`config.mk`:
```
export PLATFORM = sky130hd
export DESIGN_NAME = btn_cmd_queue
export DESIGN_NICKNAME = d
export VERILOG_FILES = /design/src/rtl/btn_pkg.sv /design/src/rtl/cmd_fifo.sv /design/src/rtl/btn_cmd_queue.sv
export SDC_FILE = /design/constraint.sdc
export NUM_CORES = 1
export LEC_CHECK = 0
export CORE_AREA = 2 2 66 68
export DETAILED_ROUTE_END_ITERATION = 8
export DIE_AREA = 0 0 68 70
export MAX_ROUTING_LAYER = met4
export PLACE_DENSITY_LB_ADDON = 0.25
export SYNTH_ARGS = -nofsm -noshare
export SYNTH_HDL_FRONTEND = slang
export SYNTH_SLANG_ARGS = --single-unit
```
`constraint.sdc`:
```
create_clock -name clk -period 3.4 [get_ports clk]
set_input_delay 0.51 -clock clk [delete_from_list [all_inputs] [get_ports clk]]
set_output_delay 0.51 -clock clk [all_outputs]
set_load 0.01 [all_outputs]
```
`src/rtl/btn_pkg.sv`:
```
// -----------------------------------------------------------------------------
// btn_pkg
// Shared types and default timing constants for the button command queue.
//   dir_t        : move direction, also the FIFO payload encoding
//   hold_state_t : states of the hold/auto-repeat tracker
// -----------------------------------------------------------------------------
package btn_pkg;

   typedef enum logic [1:0] {
      DIR_UP    = 2'd0,
      DIR_DOWN  = 2'd1,
      DIR_LEFT  = 2'd2,
      DIR_RIGHT = 2'd3
   } dir_t;

   typedef enum logic [1:0] {
      HS_IDLE   = 2'd0,
      HS_DELAY  = 2'd1,
      HS_REPEAT = 2'd2
   } hold_state_t;

   // 500 ms first-repeat delay and 100 ms repeat period at 100 MHz.
   localparam int DEF_DELAY_CYC  = 50_000_000;
   localparam int DEF_REPEAT_CYC = 10_000_000;
   localparam int DEF_DEPTH      = 4;

   function automatic int max_int(input int a, input int b);
      return (a > b) ? a : b;
   endfunction

endpackage

```
`src/rtl/cmd_fifo.sv`:
```
// -----------------------------------------------------------------------------
// cmd_fifo
// Small synchronous FIFO holding queued move commands.
//   clk, rst   : clock, synchronous active-high reset
//   i_push     : write request, i_data is stored if accepted
//   i_data     : write data
//   i_pop      : read request, honoured only when not empty
//   o_accept   : the push of this cycle is being stored
//   o_full     : all DEPTH entries occupied
//   o_empty    : no entries
//   o_head     : oldest entry, read straight from the storage registers
// Pointers carry one extra bit so full (MSBs differ, rest equal) and empty
// (all bits equal) are distinguishable without a separate counter.
// -----------------------------------------------------------------------------
module cmd_fifo #(
   parameter int DEPTH = 4,
   parameter int W     = 2
) (
   input  logic         clk,
   input  logic         rst,
   input  logic         i_push,
   input  logic [W-1:0] i_data,
   input  logic         i_pop,
   output logic         o_accept,
   output logic         o_full,
   output logic         o_empty,
   output logic [W-1:0] o_head
);

   localparam int AW = $clog2(DEPTH);

   logic [AW:0]  r_wr;
   logic [AW:0]  r_rd;
   logic [W-1:0] r_mem [DEPTH];

   logic w_do_pop;
   logic w_do_push;

   assign o_empty   = (r_wr == r_rd);
   assign o_full    = (r_wr[AW] != r_rd[AW]) && (r_wr[AW-1:0] == r_rd[AW-1:0]);
   assign w_do_pop  = i_pop && !o_empty;
   // A pop in the same cycle frees the slot a push into a full FIFO needs.
   assign w_do_push = i_push && (!o_full || w_do_pop);
   assign o_accept  = w_do_push;
   assign o_head    = r_mem[r_rd[AW-1:0]];

   always_ff @(posedge clk) begin
      if (rst) begin
         r_wr <= '0;
         r_rd <= '0;
         for (int i = 0; i < DEPTH; i++) begin
            r_mem[i] <= '0;
         end
      end else begin
         if (w_do_push) begin
            r_mem[r_wr[AW-1:0]] <= i_data;
            r_wr                <= r_wr + 1'b1;
         end
         if (w_do_pop) begin
            r_rd <= r_rd + 1'b1;
         end
      end
   end

endmodule

```
`src/rtl/btn_cmd_queue.sv`:
```
// -----------------------------------------------------------------------------
// btn_cmd_queue
// Turns debounced button activity into queued move commands: one per press,
// plus auto-repeats while the most recently pressed button is held.
//   clk, rst   : clock, synchronous active-high reset
//   btn_lvl    : debounced levels, [0]=up [1]=down [2]=left [3]=right
//   btn_dn     : one-cycle press pulses, same bit order
//   cmd_valid  : queue head is valid
//   cmd_dir    : head direction (dir_t encoding)
//   cmd_ready  : consumer accepts the head
//   dropped    : sticky, an event was lost (multi-press loser or full queue)
//   dbg_state  : current hold tracker state
// Handshake: a command transfers in every cycle where cmd_valid and cmd_ready
// are both high; while cmd_valid is high and cmd_ready low, cmd_dir holds.
// -----------------------------------------------------------------------------
module btn_cmd_queue
   import btn_pkg::*;
#(
   parameter int DELAY_CYC  = DEF_DELAY_CYC,
   parameter int REPEAT_CYC = DEF_REPEAT_CYC,
   parameter int DEPTH      = DEF_DEPTH
) (
   input  logic        clk,
   input  logic        rst,
   input  logic [3:0]  btn_lvl,
   input  logic [3:0]  btn_dn,
   output logic        cmd_valid,
   output logic [1:0]  cmd_dir,
   input  logic        cmd_ready,
   output logic        dropped,
   output hold_state_t dbg_state
);

   localparam int          CW       = $clog2(max_int(DELAY_CYC, REPEAT_CYC));
   localparam logic [CW-1:0] DLY_LAST = CW'(DELAY_CYC - 1);
   localparam logic [CW-1:0] REP_LAST = CW'(REPEAT_CYC - 1);

   hold_state_t   r_state, w_state_nxt;
   dir_t          r_trk_dir, w_trk_dir_nxt;
   logic [CW-1:0] r_cnt, w_cnt_nxt;
   logic          r_dropped;

   dir_t w_win_dir;
   logic w_press;
   logic w_multi;
   logic w_repeat;
   logic w_push;
   dir_t w_push_dir;
   logic w_accept;
   logic w_full;
   logic w_empty;
   logic w_pop;

   assign w_press = |btn_dn;
   // Clearing the lowest set bit leaves something only if two or more were set.
   assign w_multi = (btn_dn & (btn_dn - 4'd1)) != 4'd0;

   always_comb begin
      w_win_dir = DIR_UP;
      if (btn_dn[0])      w_win_dir = DIR_UP;
      else if (btn_dn[1]) w_win_dir = DIR_DOWN;
      else if (btn_dn[2]) w_win_dir = DIR_LEFT;
      else if (btn_dn[3]) w_win_dir = DIR_RIGHT;
   end

   always_ff @(posedge clk) begin
      if (rst) begin
         r_state   <= HS_IDLE;
         r_trk_dir <= DIR_UP;
         r_cnt     <= '0;
      end else begin
         r_state   <= w_state_nxt;
         r_trk_dir <= w_trk_dir_nxt;
         r_cnt     <= w_cnt_nxt;
      end
   end

   // Press beats everything; release is checked before expiry so the
   // release cycle never emits a repeat.
   always_comb begin
      w_state_nxt   = r_state;
      w_trk_dir_nxt = r_trk_dir;
      w_cnt_nxt     = r_cnt;
      w_repeat      = 1'b0;
      if (w_press) begin
         w_state_nxt   = HS_DELAY;
         w_trk_dir_nxt = w_win_dir;
         w_cnt_nxt     = '0;
      end else begin
         case (r_state)
            HS_DELAY, HS_REPEAT: begin
               if (!btn_lvl[r_trk_dir]) begin
                  w_state_nxt = HS_IDLE;
                  w_cnt_nxt   = '0;
               end else if ((r_state == HS_DELAY  && r_cnt == DLY_LAST) ||
                            (r_state == HS_REPEAT && r_cnt == REP_LAST)) begin
                  w_repeat    = 1'b1;
                  w_state_nxt = HS_REPEAT;
                  w_cnt_nxt   = '0;
               end else begin
                  w_cnt_nxt = r_cnt + 1'b1;
               end
            end
            default: begin
               w_state_nxt = HS_IDLE;
               w_cnt_nxt   = '0;
            end
         endcase
      end
   end

   assign w_push     = w_press || w_repeat;
   assign w_push_dir = w_press ? w_win_dir : r_trk_dir;
   assign w_pop      = cmd_valid && cmd_ready;

   cmd_fifo #(
      .DEPTH (DEPTH),
      .W     (2)
   ) u_fifo (
      .clk      (clk),
      .rst      (rst),
      .i_push   (w_push),
      .i_data   (w_push_dir),
      .i_pop    (w_pop),
      .o_accept (w_accept),
      .o_full   (w_full),
      .o_empty  (w_empty),
      .o_head   (cmd_dir)
   );

   always_ff @(posedge clk) begin
      if (rst) begin
         r_dropped <= 1'b0;
      end else if (w_multi || (w_push && !w_accept)) begin
         r_dropped <= 1'b1;
      end
   end

   assign cmd_valid = !w_empty;
   assign dropped   = r_dropped;
   assign dbg_state = r_state;

   // Kept for visibility on the sub-module boundary; full is implied by accept.
   logic w_unused;
   assign w_unused = w_full;

endmodule
```
# After elaboration in Yosys (flattened, before gate mapping)
# Memory sizes are Yosys's and may differ from the RTL's. A register that Yosys moved wholly into a read port is not among the register bits.
# Cells that the tools add are included.
[totals]
register_bits = 37
mem_bits_rw = 8
input_bits = 11
out_inout_bits = 6
elab_cells = 69
mem_count = 1
[memory_table]
columns = ["memory", "words", "word_bits", "rd", "rd_ports_with_merged_regs", "wr", "line_no", "rtl"]
rows = [
  ["u_fifo.r_mem", 4, 2, 1, 1, 4, "cmd_fifo.sv:34", "logic [W-1:0] r_mem [DEPTH];"],
]
[op_classes]
n_addsub = 4
magnitude_cmp = 1
eq_ne = 8
n_mux = 25
bitwise = 3
n_reduce_logical = 20
[ops]
columns = ["op", "count"]
rows = [
  ["adder 26 x 1 -> 26 bit, second input constant", 1],
  ["== test 26 x 24 -> 1 bit, second input constant", 1],
  ["== test 26 bit, second input constant", 1],
  ["two-way mux 2 bit", 9],
  ["two-way mux 1 bit", 15],
  ["OR reduction 8 bit", 1],
  ["logical AND 1 bit", 7],
  ["OR reduction 7 bit", 1],
  ["adder 3 x 1 -> 3 bit, second input constant", 2],
  ["bitwise AND 4 bit", 1],
  ["logical OR 1 bit", 4],
  ["inequality test 4 bit, second input constant", 1],
  ["nonzero test 4 bit", 1],
  ["OR reduction 2 bit", 2],
  ["OR reduction 4 bit", 1],
  ["subtractor 4 x 1 -> 4 bit, second input constant", 1],
  ["== test 3 bit", 1],
  ["zero test 1 bit", 3],
  ["< comparator 2 x 3 -> 1 bit, second input constant", 1],
  ["binary-select mux 1 bit (select 2 bit)", 1],
  ["== test 2 x 1 -> 1 bit, second input constant", 1],
  ["== test 2 bit", 1],
  ["== test 2 bit, second input constant", 1],
  ["inverter 1 bit", 2],
  ["inequality test 1 bit", 1],
]

# Depth between registers and ports, before layout
# Gate-level depths: netlist of the first run.
[depth]
word_depth = 14
depth_mapped = 9
ltp_nobuf = 7

# Cells and area by module
# A second synthesis of the first run with hierarchy kept.
[unflattened]
hier_cells = 265
hier_area_um2 = 2533.7
[by_module_without_submodules]
columns = ["module", "n_inst", "cells_each", "area_each_um2", "seq_area_each_um2"]
rows = [
  ["btn_cmd_queue", 1, 185, 1627.8, 620.6],
  ["cmd_fifo", 1, 80, 905.9, 400.4],
]

# Worst setup path after synthesis of the first run
# No wires, ideal clock.
[synth_path]
path_kind = "register to register"
start = "reg r_cnt[7]"
end = "mem u_fifo.r_mem[0][0], enable pin"
setup_ps = 325
arrival_ps = 2036
required_time_ps = 3075
slack_ps = 1040
stages_incl_launch_ff = 7
n_path_buf = 1
synth_period_minus_slack_ps = 2360
cell_sequence = "dfxtp_1 -> or4b_1 -> or4_4 -> a211oi_4 -> o21ai_2 -> buf_6 -> o31ai_2"
[synth_rtl]
columns = ["item", "line_no", "rtl"]
rows = [
  ["start, declared", "btn_cmd_queue.sv:40", "logic [CW-1:0] r_cnt, w_cnt_nxt;"],
  ["start signal, assigned", "btn_cmd_queue.sv:74", "r_cnt <= w_cnt_nxt;"],
  ["end, declared", "cmd_fifo.sv:34", ""],
]

==> results of run 1 <==
flip-flops by register name, indices dropped and copies added (netlist names), named ones only:
signal        count
r_cnt            26
u_fifo.r_wr       3
u_fifo.r_rd       3
u_fifo.r_mem      8
dropped           1
r_trk_dir         2
dbg_state         2
cells in the mapped netlist, drive strengths merged (2+ instances only):
| library cell | number |
|---|---|
| a21oi | 4 |
| and3 | 6 |
| and4 | 3 |
| buf | 5 |
| clkbuf | 6 |
| dfxtp | 39 |
| edfxtp | 8 |
| ha | 5 |
| inv | 8 |
| mux4 | 3 |
| nand2 | 12 |
| nand2b | 3 |
| nand3 | 16 |
| nand4 | 9 |
| nor2 | 46 |
| nor3 | 8 |
| nor3b | 3 |
| nor4 | 3 |
| nor4bb | 2 |
| o21ai | 5 |
| o311ai | 3 |
| o31ai | 2 |
| or4 | 3 |
| xnor2 | 8 |
| xor2 | 21 |
power groups by stage:
stage	Combinational (mW)	Sequential (mW)	Clock, mW
global placement	0.159	0.640	0
global route	0.180	0.634	0.365
detailed placement	0.164	0.642	0
finish	0.163	0.628	0.332
floorplan	0.110	0.627	0
CTS	0.165	0.628	0.345
layout make-up:
cell class | instances | area [sq um] | area share, %
Clock buffer | 5 | 68.8 | 2.71
Clock inverter | 3 | 20.0 | 0.787
Timing Repair Buffer | 19 | 183 | 7.18
Inverter | 8 | 30.0 | 1.18
Multi-Input combinational cell | 177 | 1160 | 45.5
Sequential cell | 47 | 1020 | 40.1
Tap cell | 52 | 65.1 | 2.56
cells by family after synthesis:
logic type	synth area share [%]
buffers and inverters	3.65
and+or+nand+nor	27.2
DFF	45.2
muxes	2.99
adders and majority gates	3.21
xor gates and xnor gates	11.2
AOI/OAI and AO/OA	6.48
routing by layer:
layer / routed length, um / track usage, % / up-vias
li1: - / - / 884
met3: 194 / 5.64 / 8
met1: 1910 / 24.1 / 811
met4: 54 / 10.2 / 0
met2: 1990 / 30.7 / 35
met5: 0 / - / -
stage by stage:
stage | util (%) | setup WS [ps] | cell area [sq um] | std cells
6_report | 61.4 | 851 | 2540 | 311
5_1_grt | 61.4 | 574 | 2540 | 311
4_1_cts | 61.4 | 848 | 2540 | 311
2_1_floorplan | - | 1040 | 2260 | 243
3_3_place_gp | 59.2 | 599 | 2450 | 303
3_5_place_dp | 59.2 | 575 | 2450 | 303
how the worst max path moves through the flow:
stage	start	end	cells past startpoint
2_1_floorplan	r_cnt[7]$_SDFF_PP0_	u_fifo.r_mem[0][0]$_SDFFCE_PN0P_	6
3_3_place_gp	btn_dn[0]	r_cnt[2]$_SDFF_PP0_	4
3_5_place_dp	btn_dn[0]	r_cnt[14]$_SDFF_PP0_	4
4_1_cts	r_cnt[0]$_SDFF_PP0_	u_fifo.r_mem[0][1]$_SDFFCE_PN0P_	6
5_1_grt	r_cnt[0]$_SDFF_PP0_	r_cnt[2]$_SDFF_PP0_	6
6_report	r_cnt[0]$_SDFF_PP0_	u_fifo.r_mem[0][1]$_SDFFCE_PN0P_	6
==> impl_results.rst, run 1 <==
.. list-table::
   :header-rows: 1

   * - Metric
     - Value
   * - Netlist cell types
     - 43
   * - Post-CTS setup buffers
     - 0
   * - HP Class
     - reg -> reg
   * - Worst-path cell chain
     - ha_1, nand3_1, or4_4, a211oi_4, o21ai_2, o31ai_2
   * - Leading register cell type out of synthesis
     - sky130_fd_sc_hd__dfxtp_1
   * - RSZ-0062 raised after global routing
     - no
   * - Count of vias placed by the detailed router
     - about 1.7k
   * - Area of the die
     - ~4800 sq um
   * - Number of nets at the end of the flow
     - roughly 270
   * - Post-synthesis cell area
     - roughly 2300 sq um
   * - Peak supply drop
     - 213 uV
   * - Headroom to the max-slew limit
     - 40.5%
   * - Worst endpoint required time
     - approximately 3400 ps
   * - Antenna violations before repair
     - 0
   * - Worst reg2reg setup slack
     - between 800 and 900 ps
   * - Total power per unit cell area
     - ~440 nW/um^2
   * - Largest driver fanout on the critical path
     - 12
   * - Area fraction of the dominant cell type after synthesis
     - 34.6%
   * - Number of clock buffers inserted by TritonCTS
     - 5
   * - Worst min-delay path startpoint
     - r_cnt[0]$_SDFF_PP0_
   * - Post-Synthesis Cells
     - between 200 and 250
   * - Synth area leaders
     - sky130_fd_sc_hd__dfxtp_1 35%, sky130_fd_sc_hd__edfxtp_1 11%, sky130_fd_sc_hd__xor2_1 8.1%
   * - First-pass GRT wire length
     - approximately 7.2 mm
   * - Per-cell via count in the routed design
     - 5.59
   * - First-pass DRT Iterations
     - 4
   * - Number of placement rows
     - 24
   * - Post-synthesis sequential area ratio
     - between 40% and 50%
   * - MaxCap Viol Count
     - 0
   * - Global placer's final weighted congestion
     - 0.764
   * - Clock network fraction of total power
     - 29.5%
   * - Comb pwr share
     - around 15%
   * - Switching power total
     - a little under 300 uW
   * - Share of layout cells above drive strength 1
     - around 6.9%
   * - Most frequent standard cell in the layout excluding fill and tap cells
     - sky130_fd_sc_hd__nor2_1
   * - Drt drc
     - 0
   * - Buffering stage count on the worst path with inverters included
     - 0
   * - Overall power after layout
     - around 1.1 mW
   * - Highest-count cells in the layout ignoring fill and taps
     - 46 x sky130_fd_sc_hd__nor2_1, 39 x sky130_fd_sc_hd__dfxtp_1, 21 x sky130_fd_sc_hd__xor2_1
   * - Area inside the core boundary
     - between 4000 and 5000 sq um
   * - Tmin final
     - about 2500 ps
   * - Worst hold path cell count
     - 1
   * - CTS hold repair buffers
     - 0
   * - Maximum clock frequency
     - slightly below 400 MHz
   * - CTS tree
     - yes
   * - Number of filler cells placed in the layout
     - between 300 and 400
   * - Mapped Nets
     - ~260
   * - Synth-to-layout area growth
     - 12.6%
   * - Average wire per cell in the routed design
     - around 13 um
   * - PostCTS Resize Cnt
     - 0
   * - Hold Fails Final Rpt
     - 0
   * - Total track usage
     - between 20% and 30%
   * - Clock insertion delay at the later pin of the skew report
     - ~300 ps
   * - Worst r2r path cells
     - 6
   * - Critical path's top delay family
     - compound AO/OA/AOI/OAI gates
   * - Antenna diode count
     - 0
   * - LEAKAGE
     - between 0.8 and 0.9 nW
   * - Number of enable flip-flop cells after synthesis
     - 8
   * - Sw frac
     - between 20% and 30%
   * - Count of synthesis-stage warnings from yosys
     - 0
   * - R2R Path End
     - u_fifo.r_mem[0][1]$_SDFFCE_PN0P_
   * - Dpl hpwl
     - between 2 and 3 mm
   * - Seq pwr share
     - 55.9%
   * - Sinks on Clock Net
     - 47
   * - Yosys top cell by area
     - sky130_fd_sc_hd__dfxtp_1
   * - Maximum number of pins on one net before global-route repair
     - 27
   * - Clock slew at reported path FFs
     - around 90 ps
   * - Die Y-Extent
     - about 70 um
   * - Maximum level of the CTS H-tree
     - 2
   * - Cell-internal power
     - roughly 830 uW
   * - CTS Buffer Depth
     - 2
   * - Library cell used as clock root buffer
     - sky130_fd_sc_hd__clkbuf_8
   * - Die width
     - 68 um
   * - Crit share post-route
     - between 70 and 80%
   * - Setup TNS
     - 0 ps
   * - Total routed wirelength
     - 4.15 mm
   * - Total gr overflow
     - 0
   * - Max stage delay cell, worst path
     - sky130_fd_sc_hd__or4_4
   * - Final hold slack
     - 481 ps
   * - Critical Path Start Type
     - flop
   * - Type of the worst setup path
     - reg -> reg
   * - Slowest Stage Delay on Critical Path
     - ~560 ps
   * - Arrival time reported for the critical path endpoint
     - around 2500 ps
   * - Clock Skew
     - 4.02 ps
   * - RR Startpoint
     - r_cnt[0]$_SDFF_PP0_
   * - Final count of pins violating max slew
     - 0
   * - Total setup violations reported at the end of the flow
     - 0
   * - Synth Area per Inst
     - ~9.3 sq um
   * - Effective utilization at floorplan
     - a little over half
   * - Via count of the first global-routing pass
     - between 1.5k and 2k
   * - Number of violations reported at the end of detailed-routing iteration 0
     - around 140
   * - Critical Path Sink Type
     - flop
   * - Number of I/O port buffers
     - 16
   * - Final antenna-violating net count
     - 0
   * - Async set-or-reset flop fraction in the synthesized netlist
     - 0%
   * - Endpoint with the worst hold slack
     - r_cnt[0]$_SDFF_PP0_
   * - Number of ports placed on the die boundary
     - 17
   * - Run status
     - complete, no violations
   * - Count of state elements after synthesis
     - 47
   * - Worst-Margin Slew
     - approximately 890 ps
(Power assumes the default switching activity.)
==> inputs of run 2 (changes only) <==
Clock period 3.4 ns to 2.6 ns, I/O delays scaled along.
==> impl_results.rst, run 2 (synthesis results as in run 1) <==
.. list-table::
   :header-rows: 1

   * - Metric
     - Value
   * - Slowest Stage Delay on Critical Path
     - 510 ps (was 560 ps)
   * - Average wire per cell in the routed design
     - 13.4 um (about the same)
   * - Switching power total
     - 382 uW (was 292 uW)
   * - Total routed wirelength
     - 4.27 mm (was 4.15 mm)
   * - Max FFs per register
     - 26 (unchanged)
   * - Per-cell via count in the routed design
     - 5.50 (was 5.59)
   * - Number of I/O port buffers
     - 16 (unchanged)
   * - Arrival time reported for the critical path endpoint
     - 2410 ps (was 2530 ps)
   * - Cell area after layout
     - 2660 sq um (was 2540 sq um)
   * - CTS tree
     - yes (unchanged)
   * - Critical Path Sink Type
     - flop (unchanged)
   * - Dpl hpwl
     - 3.17 mm (was 2.96 mm)
   * - Number of violations reported at the end of detailed-routing iteration 0
     - 133 (was 136)
   * - Cell-internal power
     - 1.28 mW (was 830 uW)
   * - Buffering stage count on the worst path with inverters included
     - 0 (unchanged)
   * - Final antenna-violating net count
     - 0 (unchanged)
   * - Most frequent standard cell in the layout excluding fill and tap cells
     - sky130_fd_sc_hd__nor2_1 (unchanged)
   * - Crit share post-route
     - 93.0% (was 75.0%)
   * - LEAKAGE
     - 0.928 nW (was 0.871 nW)
   * - Number of clock buffers inserted by TritonCTS
     - 5 (unchanged)
   * - Worst reg2reg setup slack
     - 180 ps (was 850 ps)
   * - Drt drc
     - 0 (unchanged)
   * - Maximum clock frequency
     - 413 MHz (was 392 MHz)
   * - Worst hold path cell count
     - 1 (unchanged)
   * - Maximum number of pins on one net before global-route repair
     - 27 (unchanged)
   * - CTS hold repair buffers
     - 0 (unchanged)
   * - Clock slew at reported path FFs
     - 90 ps (about the same)
   * - Run status
     - complete, no violations (unchanged)
   * - Worst r2r path cells
     - 5 (was 6)
   * - Endpoint with the worst hold slack
     - r_cnt[0]$_SDFF_PP0_ (unchanged)
   * - Comb pwr share
     - 13.2% (was 14.6%)
   * - Worst-Margin Slew
     - 571 ps (was 885 ps)
   * - Final count of pins violating max slew
     - 0 (unchanged)
   * - Final hold slack
     - 474 ps (was 481 ps)
   * - Antenna violations before repair
     - 0 (unchanged)
   * - Via count of the first global-routing pass
     - 1646 (was 1688)
   * - MaxCap Viol Count
     - 0 (unchanged)
   * - Setup TNS
     - 0 ps (unchanged)
   * - Max stage delay cell, worst path
     - sky130_fd_sc_hd__or4b_1 (was sky130_fd_sc_hd__or4_4)
   * - Total power per unit cell area
     - 628 nW/um^2 (was 441 nW/um^2)
   * - Critical path's top delay family
     - simple AND/OR/NAND/NOR gates (was compound AO/OA/AOI/OAI gates)
   * - Clock Skew
     - 6.83 ps (was 4.02 ps)
   * - Number of nets at the end of the flow
     - 281 (was 274)
   * - RR Startpoint
     - r_cnt[11]$_SDFF_PP0_ (was r_cnt[0]$_SDFF_PP0_)
   * - Critical Path Start Type
     - flop (unchanged)
   * - Number of ports placed on the die boundary
     - 17 (unchanged)
   * - Area of the die
     - 4760 sq um (unchanged)
   * - Number of filler cells placed in the layout
     - 341 (was 386)
   * - Total gr overflow
     - 0 (unchanged)
   * - Number of placement rows
     - 24 (unchanged)
   * - First-pass DRT Iterations
     - 4 (unchanged)
   * - HP Class
     - reg -> reg (unchanged)
   * - Count of vias placed by the detailed router
     - 1750 (was 1738)
   * - Effective utilization at floorplan
     - 54.5% (unchanged)
   * - Library cell used as clock root buffer
     - sky130_fd_sc_hd__clkbuf_8 (unchanged)
   * - R2R Path End
     - u_fifo.r_mem[0][1]$_SDFFCE_PN0P_ (unchanged)
   * - Die width
     - 68 um (unchanged)
   * - Share of layout cells above drive strength 1
     - 10.2% (was 6.95%)
   * - Worst-path cell chain
     - or4b_1, or4_4, a211oi_4, o21ai_2, o31ai_2 (was ha_1, nand3_1, or4_4, a211oi_4, o21ai_2, o31ai_2)
   * - Worst min-delay path startpoint
     - r_cnt[0]$_SDFF_PP0_ (unchanged)
   * - Clock insertion delay at the later pin of the skew report
     - 300 ps (about the same)
   * - Synth-to-layout area growth
     - 17.6% (was 12.6%)
   * - Clock network fraction of total power
     - 37.6% (was 29.5%)
   * - Total setup violations reported at the end of the flow
     - 0 (unchanged)
   * - Cell area reported after detailed placement
     - 2510 sq um (was 2450 sq um)
   * - Global placer's final weighted congestion
     - 0.829 (was 0.764)
   * - Highest-count cells in the layout ignoring fill and taps
     - 46 x sky130_fd_sc_hd__nor2_1, 39 x sky130_fd_sc_hd__dfxtp_1, 21 x sky130_fd_sc_hd__xor2_1 (unchanged)
   * - Largest driver fanout on the critical path
     - 12 (unchanged)
   * - Maximum level of the CTS H-tree
     - 2 (unchanged)
   * - Area inside the core boundary
     - 4140 sq um (unchanged)
   * - Die Y-Extent
     - 70 um (unchanged)
   * - Antenna diode count
     - 0 (unchanged)
   * - Headroom to the max-slew limit
     - 61.5% (was 40.5%)
   * - CTS Buffer Depth
     - 2 (unchanged)
   * - RSZ-0062 raised after global routing
     - no (unchanged)
   * - Hold Fails Final Rpt
     - 0 (unchanged)
   * - # placed instances
     - 310 (was 303)
   * - Sw frac
     - 22.9% (was 26.0%)
   * - Seq pwr share
     - 49.2% (was 55.9%)
   * - Register bank with the most flops
     - r_cnt (unchanged)
   * - Final cell count without fillers
     - 318 (was 311)
   * - First-pass GRT wire length
     - 7.43 mm (was 7.18 mm)
   * - Type of the worst setup path
     - reg -> reg (unchanged)
   * - Peak supply drop
     - 374 uV (was 213 uV)
   * - Leading registers by flop count
     - r_cnt (26), u_fifo.r_mem (8) (unchanged)
   * - Worst endpoint required time
     - 2600 ps (was 3390 ps)
   * - Total track usage
     - 21.1% (was 20.2%)
   * - Tmin final
     - 2420 ps (was 2550 ps)
   * - Sinks on Clock Net
     - 47 (unchanged)
-- run 2: cell types whose count changed in the layout (fill, tap and decap cells not counted) --
cell / delta
sky130_fd_sc_hd__clkinvlp_4: -1
sky130_fd_sc_hd__buf_4: +7
sky130_fd_sc_hd__nor4bb_1: -2
sky130_fd_sc_hd__bufinv_16: +2
sky130_fd_sc_hd__clkinv_2: -1
sky130_fd_sc_hd__nor4bb_2: +2
-- run 2: power by group through the flow --
stage	registers [mW]	logic [mW]	clock network, mW
5_1_grt	0.828	0.246	0.662
6_report	0.821	0.220	0.626
3_5_place_dp	0.839	0.221	0
4_1_cts	0.822	0.222	0.633
2_1_floorplan	0.820	0.143	0
3_3_place_gp	0.838	0.215	0
-- run 2: worst register-to-register path: stages (launching register included) --
cell,delay (ps)
sky130_fd_sc_hd__dfxtp_1,330
sky130_fd_sc_hd__or4b_1,510
sky130_fd_sc_hd__or4_4,450
sky130_fd_sc_hd__a211oi_4,330
sky130_fd_sc_hd__o21ai_2,210
sky130_fd_sc_hd__o31ai_2,290
-- run 2: stage by stage --
step                      util (%)  power [mW]  worst slack (ps)
after floorplan                  -       0.964               240
after detailed placement      60.5        1.06               134
after global routing          64.1        1.74              33.0
after CTS                     63.8        1.68               123
after global placement        60.5        1.05               168
final                         64.1        1.67               181
-- run 2: timing repair --
item | 4_1_cts | 5_1_grt
gates resized for setup | 0 | 2
endpoints found under the hold margin | 0 | 0
endpoints found under the setup margin | 0 | 9
setup buffers | 0 | 0
-- run 2: layout make-up --
| cell class | count | area, sq um | share of cell area (%) |
|---|---|---|---|
| clock buffers | 5 | 68.8 | 2.59 |
| flip-flops and latches | 47 | 1020 | 38.4 |
| well taps | 52 | 65.1 | 2.45 |
| inverters | 8 | 30.0 | 1.13 |
| multi-input cells | 177 | 1170 | 44.0 |
| clock inverters | 3 | 67.6 | 2.54 |
| repair buffers | 26 | 235 | 8.86 |
-- run 2: how the worst max path moves through the flow --
stage	endpoint	slack (ps)	start	cells past startpoint
2_1_floorplan	u_fifo.r_mem[0][0]$_SDFFCE_PN0P_	240	r_cnt[7]$_SDFF_PP0_	6
3_3_place_gp	u_fifo.r_mem[0][0]$_SDFFCE_PN0P_	170	r_cnt[11]$_SDFF_PP0_	5
3_5_place_dp	u_fifo.r_mem[0][0]$_SDFFCE_PN0P_	130	r_cnt[7]$_SDFF_PP0_	5
4_1_cts	u_fifo.r_mem[0][1]$_SDFFCE_PN0P_	120	r_cnt[7]$_SDFF_PP0_	5
5_1_grt	u_fifo.r_mem[0][1]$_SDFFCE_PN0P_	30	r_cnt[7]$_SDFF_PP0_	5
6_report	u_fifo.r_mem[0][1]$_SDFFCE_PN0P_	180	r_cnt[11]$_SDFF_PP0_	5
-- run 2: metal layers --
layer / GRT usage (%) / up-vias / part of all wire, %
met2: 34.0 / 37 / 49
met1: 25.0 / 802 / 44
met5: - / - / 0
li1: - / 902 / -
met3: 5.31 / 9 / 4.5
met4: 8.00 / 0 / 1.8
